==> config.mk <==
export PLATFORM = sky130hd
export DESIGN_NAME = sobel_line_ctrl
export DESIGN_NICKNAME = d
export VERILOG_FILES = /design/src/rtl/sobel_line_ctrl_pkg.sv /design/src/rtl/sobel_line_buf.sv /design/src/rtl/sobel_line_ctrl.sv
export SDC_FILE = /design/constraint.sdc
export NUM_CORES = 1
export LEC_CHECK = 0
export CAP_MARGIN = 20
export CORE_ASPECT_RATIO = 0.5
export CORE_UTILIZATION = 30
export CTS_CLUSTER_SIZE = 10
export DETAILED_ROUTE_END_ITERATION = 10
export GPL_ROUTABILITY_DRIVEN = 0
export PLACE_DENSITY = 0.47
export SYNTH_ARGS = -nofsm -noshare
export SYNTH_HDL_FRONTEND = slang
export SYNTH_HIERARCHICAL = 1
export SYNTH_SLANG_ARGS = --single-unit
==> constraint.sdc <==
create_clock -name clk -period 5.5 [get_ports clk]
set_input_delay 1.375 -clock clk [delete_from_list [all_inputs] [get_ports clk]]
set_output_delay 1.375 -clock clk [all_outputs]
set_load 0.02 [all_outputs]
==> src/rtl/sobel_line_ctrl_pkg.sv <==
// Shared types and defaults for the sobel line-buffer controller.
// The state encoding is fixed so debug probes and checkers can decode state_o directly.
package sobel_line_ctrl_pkg;

  typedef enum logic [1:0] {
    IDLE = 2'd0,
    FILL = 2'd1,
    RUN  = 2'd2,
    DONE = 2'd3
  } state_t;

  localparam int DEF_DW = 8;

endpackage

==> src/rtl/sobel_line_buf.sv <==
// One row of pixel storage: COLS x DW registers, combinational read, synchronous write.
// The array is intentionally not reset; a row is always written before it is read out.
module sobel_line_buf #(
  parameter int COLS = 6,
  parameter int DW   = 8,
  parameter int AW   = $clog2(COLS)
) (
  input  logic          clk,
  input  logic          we,
  input  logic [AW-1:0] addr,
  input  logic [DW-1:0] wdata,
  output logic [DW-1:0] rdata
);

  logic [DW-1:0] mem [COLS];

  always_ff @(posedge clk) begin
    if (we) mem[addr] <= wdata;
  end

  assign rdata = mem[addr];

endmodule

==> src/rtl/sobel_line_ctrl.sv <==
// Turns a raster pixel stream into vertically aligned 3-row column triples.
// Two line buffers hold rows r-1 (A) and r-2 (B); triples are emitted from row 2 onward.
module sobel_line_ctrl
  import sobel_line_ctrl_pkg::*;
#(
  parameter int ROWS = 5,
  parameter int COLS = 6,
  parameter int DW   = DEF_DW
) (
  input  logic          clk,
  input  logic          rst,
  input  logic          start_i,
  input  logic [DW-1:0] pix_i,
  input  logic          pix_vld_i,
  output logic          pix_rdy_o,
  output logic [DW-1:0] d0_o,
  output logic [DW-1:0] d1_o,
  output logic [DW-1:0] d2_o,
  output logic          done_o,
  output logic          busy_o,
  output logic          frame_done_o,
  output state_t        state_o
);

  localparam int CW = $clog2(COLS);
  localparam int RW = $clog2(ROWS);

  state_t        state, state_nxt;
  logic [CW-1:0] col_cnt;
  logic [RW-1:0] row_cnt;
  logic [DW-1:0] a, b;
  logic          accept;
  logic          col_last;

  // Handshake: a pixel transfers on a rising edge where pix_vld_i & pix_rdy_o;
  // pix_rdy_o depends only on state, never combinationally on pix_vld_i.
  assign accept   = pix_vld_i & pix_rdy_o;
  assign col_last = (col_cnt == CW'(COLS - 1));

  sobel_line_buf #(.COLS(COLS), .DW(DW)) u_buf_a (
    .clk   (clk),
    .we    (accept),
    .addr  (col_cnt),
    .wdata (pix_i),
    .rdata (a)
  );

  sobel_line_buf #(.COLS(COLS), .DW(DW)) u_buf_b (
    .clk   (clk),
    .we    (accept),
    .addr  (col_cnt),
    .wdata (a),
    .rdata (b)
  );

  always_ff @(posedge clk or negedge rst) begin
    if (!rst) state <= IDLE;
    else      state <= state_nxt;
  end

  always_comb begin
    state_nxt    = state;
    pix_rdy_o    = 1'b0;
    busy_o       = 1'b1;
    frame_done_o = 1'b0;
    case (state)
      IDLE: begin
        busy_o = 1'b0;
        if (start_i) state_nxt = FILL;
      end
      FILL: begin
        pix_rdy_o = 1'b1;
        if (accept && col_last && row_cnt == RW'(1)) state_nxt = RUN;
      end
      RUN: begin
        pix_rdy_o = 1'b1;
        if (accept && col_last && row_cnt == RW'(ROWS - 1)) state_nxt = DONE;
      end
      DONE: begin
        frame_done_o = 1'b1;
        state_nxt    = IDLE;
      end
      default: state_nxt = IDLE;
    endcase
  end

  assign state_o = state;

  // Position counters are cleared by the start that leaves IDLE.
  always_ff @(posedge clk or negedge rst) begin
    if (!rst) begin
      col_cnt <= '0;
      row_cnt <= '0;
    end else if (state == IDLE && start_i) begin
      col_cnt <= '0;
      row_cnt <= '0;
    end else if (accept) begin
      if (col_last) begin
        col_cnt <= '0;
        row_cnt <= row_cnt + RW'(1);
      end else begin
        col_cnt <= col_cnt + CW'(1);
      end
    end
  end

  always_ff @(posedge clk or negedge rst) begin
    if (!rst) begin
      d0_o   <= '0;
      d1_o   <= '0;
      d2_o   <= '0;
      done_o <= 1'b0;
    end else begin
      done_o <= accept && (state == RUN);
      if (accept && state == RUN) begin
        d0_o <= b;
        d1_o <= a;
        d2_o <= pix_i;
      end
    end
  end

endmodule
* Yosys cells after proc, flatten, opt, wreduce, memory -nomap -nowiden
Memory sizes are Yosys's and may differ from the RTL's. A register that Yosys moved wholly into a read port is not among the register bits. Index checks and enable logic that the tools add are counted.
Cells by class: reductions and logical operators 12, equal/unequal tests 9, $mul 0, muxes and demuxes 15, shift-type cells 0, divide/modulo/power cells 0, bitwise logic cells 1, add/subtract/negate cells 2, order comparisons 0
Operator list (count):
- $mux W3 | 6
- $pmux W2 S4 | 1
- $add A3 B1 Y3 const B | 2
- $eq A3 B3 Y1 const B | 2
- $mux W2 | 3
- $ne A2 B2 Y1 const B | 3
- $logic_and A1 B1 Y1 | 5
- $mux W1 | 5
- $eq A2 B2 Y1 const B | 2
- $reduce_bool A2 Y1 | 2
- $eq A3 B1 Y1 const B | 1
- $reduce_and A3 Y1 | 1
- $eq A2 B1 Y1 const B | 1
- $logic_not A2 Y1 | 1
- $reduce_and A2 Y1 | 1
- $reduce_or A2 Y1 | 1
- $and A1 B1 Y1 | 1
- $logic_not A1 Y1 | 1
Storage, ports and cells: latch bits 0, memory bits (writable) 96, register bits 25, output and inout port bits 30, memories kept 2, logic and storage cells 47, bits in read-only memories 0
Memories:
- u_buf_a.mem | depth 6, width 8, rd ports 1, clocked after Yosys merged registers in 0, wr ports 1, RTL line sobel_line_buf.sv:15 | logic [DW-1:0] mem [COLS];
- u_buf_b.mem | depth 6, width 8, rd ports 1, clocked after Yosys merged registers in 1, wr ports 1, RTL line sobel_line_buf.sv:15

* Longest topological paths before layout
depth after elaboration 8, gate-level depth with buffers 7, mapped depth without buffers 7

* By module
The synthesis kept the hierarchy.
By module, submodules not included:
- sobel_line_buf | area an instance 1949.4 µm², seq. area each 1441.4 µm², instances 2, cells each 105
- sobel_line_ctrl | area an instance 1452.6 µm², seq. area each 825.8 µm², instances 1, cells each 106

* Worst setup path before layout
OpenSTA, ideal clock, no wires.
path type input-to-reg, from input pix_vld_i, to memory u_buf_a.mem[0][0] (enable), arrival 2504 ps, required time 5115 ps, library setup time 385 ps, path buffers 0, slack 2611 ps, stages on the path 4, cells stage by stage nand2_1 > inv_2 > nor2b_1 > nor3b_1
On the way: word-level cells in the longest chain between the ends 3
Ends and longest elaborated chain:
- from (decl) | RTL line sobel_line_ctrl.sv:14 | input logic pix_vld_i,
- $and A1 B1 Y1 | RTL line sobel_line_ctrl.sv:37 | assign accept = pix_vld_i & pix_rdy_o;
- net accept | RTL line sobel_line_ctrl.sv:32 | logic accept;
- $mux W1 | RTL line sobel_line_buf.sv:18 | if (we) mem[addr] <= wdata;
- $mux W1 (implied by the code) | RTL line sobel_line_buf.sv:18
- to (decl) | RTL line sobel_line_buf.sv:15
The timed path passes the listed nets, and every way through them passes these cells.

* Final worst setup path
from register state[0], in the netlist state_o[0], to output pix_rdy_o
On the way: word-level cells in the longest chain between the ends 3, elaborated cells between the ends (all ways) 4
Ends and longest elaborated chain:
- from (decl) | RTL line sobel_line_ctrl.sv:28 | state_t state, state_nxt;
- from (signal assigned) | RTL line sobel_line_ctrl.sv:58 | else state <= state_nxt;
- $eq A2 B2 Y1 / $eq A2 B1 Y1 (equally long branches) | RTL line sobel_line_ctrl.sv:66 | case (state)
- $reduce_or A2 Y1 (no line) (*)
- $mux W1 (*) | RTL line sobel_line_ctrl.sv:66
- to (decl) | RTL line sobel_line_ctrl.sv:15 | output logic pix_rdy_o,
Mark *: on every way between the ends. The rest lies on a longest branch, timed or not.

==> results <==
- The violation count after the first detailed-route iteration is 194.
- The clock transition time at the flip-flop clock pins of the worst setup and hold paths is 0.06 ns.
- The worst clock skew is 0.00975 ns.
- The share of final-layout standard cells stronger than drive strength 1 is 17.7%.
- The longest clock path from root to sink contains 2 buffers.
- The leftover overflow at the end of global routing is 0.
- The initial antenna violation count was 0.
- Setup slack closes at 2.18 ns.
- The post-DP HPWL is 6.75 mm.
- In this run the cell area measured after placement is 0.00598 sq mm.
- The post-layout net count is 385.
- The clock reaches the later pin of the worst-skew pair after 0.41 ns.
- The finished cells cover 0.00662 sq mm.
- The post-CTS resize count is 0.
- The biggest area consumer among synthesized cells is edfxtp_1.
- The net count of the mapped netlist is 336.
- TritonCTS created 17 clock buffers.
- The residual antenna-violating net count after detailed routing is 0.
- The count of port buffers added during placement is 41.
- In the synthesized netlist the async set-or-reset flop fraction comes to 25.6%.
- Setup violations remaining at the end of the flow were counted as 0.
- The number of antenna diodes is 0.
- The number of global-route vias before repair came to 2907.
- The worst reg2reg path depth is 4.
- The number of enable-type register cells in the synthesized netlist is 96.
- The clock sink count is 129.
- After detailed routing, the number of remaining DRC violations is 0.
- The routed wire length is 10.7 mm.
- The minimum period implied by the final worst setup slack is 3.32 ns.
- The synthesized area per cell is 16.9 sq um.
- In this run the core area contains 34 standard-cell rows.
- After synthesis, the most frequently instantiated cells are edfxtp_1 (96), dfrtp_1 (33), mux2_1 (33).
- For this configuration, the core starts out at a cell density of 30.8%.
- The placeable core area is 0.0174 sq mm.
- Setup repair after global routing left no endpoint under its margin.
- TritonCTS built the clock tree.
- The H-tree generated during clock tree synthesis spans 4 levels.
- The worst-path maximum fanout is 5.
- Summing every instance area after synthesis gives 0.00535 sq mm.
- The power per standard cell area is 607 mW/mm^2.
- The pin count of the biggest net entering global routing is 63.
- The first-pass iteration count of the detailed router is 6.
- The global-route wire length before repair is 16.9 mm.
- The type of the worst setup path is flop to output port.
- Along the worst hold path, the cell count comes to 1.
- The minimum hold slack is 0.490 ns.
- In this run the vertical extent of the chip is 96.4 um.
- The kind of start point of the critical path is a flop.
- OpenSTA, run right after detailed placement, puts the worst setup slack at 1.61 ns.
- The layout-stage area growth over the synthesis result is 23.7%.
- The number of warnings issued by yosys is 6.
- In this run, synthesis produced a sequential element count of 129.
- The flow ran to the end, and the final reports show no timing, DRC or antenna violations.
- The total count of hold-check failures in the final report is 0.
- The worst slew slack as a fraction of its limit is 37.3%.
- Global routing used 12.8% of the available tracks.
- The die covers 0.0184 sq mm.
- Total power for the finished layout comes to 4.02 mW.
- Data on the critical path is required at its endpoint by 4.12 ns.
- For the worst setup path, the data arrival time is 1.94 ns.
- STA classifies the critical path endpoint as an output port.
- By instance count, the leading cell after synthesis is edfxtp_1.
- The proportion of synthesized chip area in sequential cells is 69.3%.
- The number of pins exceeding their max-slew limit in the final report is 0.
- Dividing the detail-routed via count by the number of cells gives 4.57.
- The predominant post-synthesis flop cell is edfxtp_1.
- The path type of the worst min-delay path is flop to flop.
- For this design the static power due to leakage is 2.48 nW.
- In the final routed layout, each cell accounts on average for 17.5 um.
- The cts-stage hold buffer count is 0.
- At the pin with the least slew margin, the transition time is 0.939 ns.
- The final clock period utilization by the worst path is 60.3%.
- The width of the die is 191 um.
- The buffer count from post-CTS setup fixing is 0.
- The total I/O pin count is 42.
- The post-synthesis cell count is 316.
- The fraction of synthesized cell area taken by the top area cell type is 53.9%.
- Max-cap violations in this run came to 0.
- The maximum ir drop on the vdd rail is 276 uV.
- Derived from the worst setup path, the maximum achievable clock frequency is 0.302 GHz.
- Yosys attributes the largest share of cell area to edfxtp_1 (54%), dfrtp_1 (15%), mux2_1 (6.9%).
- Adding up every negative setup slack in the final design gives 0 ns.
- Yosys mapped the design onto 35 distinct sky130hd cell types.
- The number of vias after detailed routing is 2795.
- The buffer type at the clock tree root is clkbuf_16.
==> routing by layer <==
| layer | share of wire, % | wire (um) | GRT usage (%) | vias to the layer above |
|---|---|---|---|---|
| li1 | - | - | - | 1314 |
| met1 | 49 | 5220 | 16.5 | 1443 |
| met2 | 48 | 5150 | 21.0 | 30 |
| met3 | 2.5 | 264 | 3.76 | 8 |
| met4 | 0.73 | 78 | 3.80 | 0 |
| met5 | 0 | 0 | 0 | - |
==> critical path, cell delays in order (launching register included) <==
cell	delay, ns
dfrtp_1	0.40
inv_1	0.11
ha_1	0.38
clkdlybuf4s50_1	0.63
==> sequential cells by signal (all words and copies together) (netlist names) <==
name and cells:
u_buf_a/mem 48, u_buf_b/mem 48, d0_o 8, d1_o 8, d2_o 8, col_cnt 3
row_cnt 3, state_o 2, done_o 1
==> layout make-up <==
type / count / area (sq um)
Multi-Input combinational cell: 163 / 1520
Sequential cell: 129 / 3710
Inverter: 7 / 26.3
Fill cell: 1584 / 10800
Clock inverter: 14 / 188
Timing Repair Buffer: 47 / 445
Clock buffer: 18 / 439
Tap cell: 234 / 293
==> report_power, final <==
group | internal (mW) | switching [mW] | leakage (nW)
Sequential | 1.37 | 0.0954 | 1.27
Clock | 0.768 | 0.417 | 0.300
Combinational | 0.602 | 0.767 | 0.903
Total | 2.74 | 1.28 | 2.48
==> worst paths after layout <==
| check | startpoint | slack (ns) | to |
|---|---|---|---|
| max in group asynchronous | rst | 3.82 | col_cnt[0] |
| min reg2reg | d2_o[2] | 0.49 | d2_o[2] |
| max | state_o[0] | 2.18 | pix_rdy_o |
| min | d2_o[2] | 0.49 | d2_o[2] |
| min in group asynchronous | rst | 1.09 | state_o[0] |
| max reg2reg | col_cnt[2] | 2.77 | u_buf_a/mem[2][6] |
==> cell usage in the layout, fill, tap and decap left out, types with 2 or more instances in the layout <==
cell type,n
nor2b_1,5
mux2_1,33
buf_2,2
and3b_1,2
bufinv_16,4
clkdlybuf4s50_1,40
nor2_1,11
a221o_1,16
clkinv_4,2
nor3b_1,3
ha_1,8
clkinvlp_4,3
mux2i_1,17
clkinv_2,3
xnor2_1,2
dfrtp_1,32
clkbuf_16,17
mux2_2,7
and3_1,4
nand2_1,6
mux2_4,17
nor3_1,17
inv_1,6
nand3_1,3
edfxtp_1,96
a21oi_1,2
buf_4,4
==> kinds of logic after synthesis <==
group	Yosys count	synth area share (%)
DFF	129	69.3
adders and majority gates	8	1.87
AOI/OAI and AO/OA	21	3.83
and+or+nand+nor	57	5.85
muxes	74	16.4
xor gates and xnor gates	3	0.491
buffers and inverters	24	2.29
==> stage by stage <==
| step | utilization (%) | instances |
|---|---|---|
| 2_1_floorplan | - | 316 |
| 3_3_place_gp | 34.4 | 578 |
| 3_5_place_dp | 34.4 | 578 |
| 4_1_cts | 38.0 | 610 |
| 5_1_grt | 38.1 | 612 |
| 6_report | 38.1 | 612 |
No activity file was read; power rests on OpenSTA's default activity.
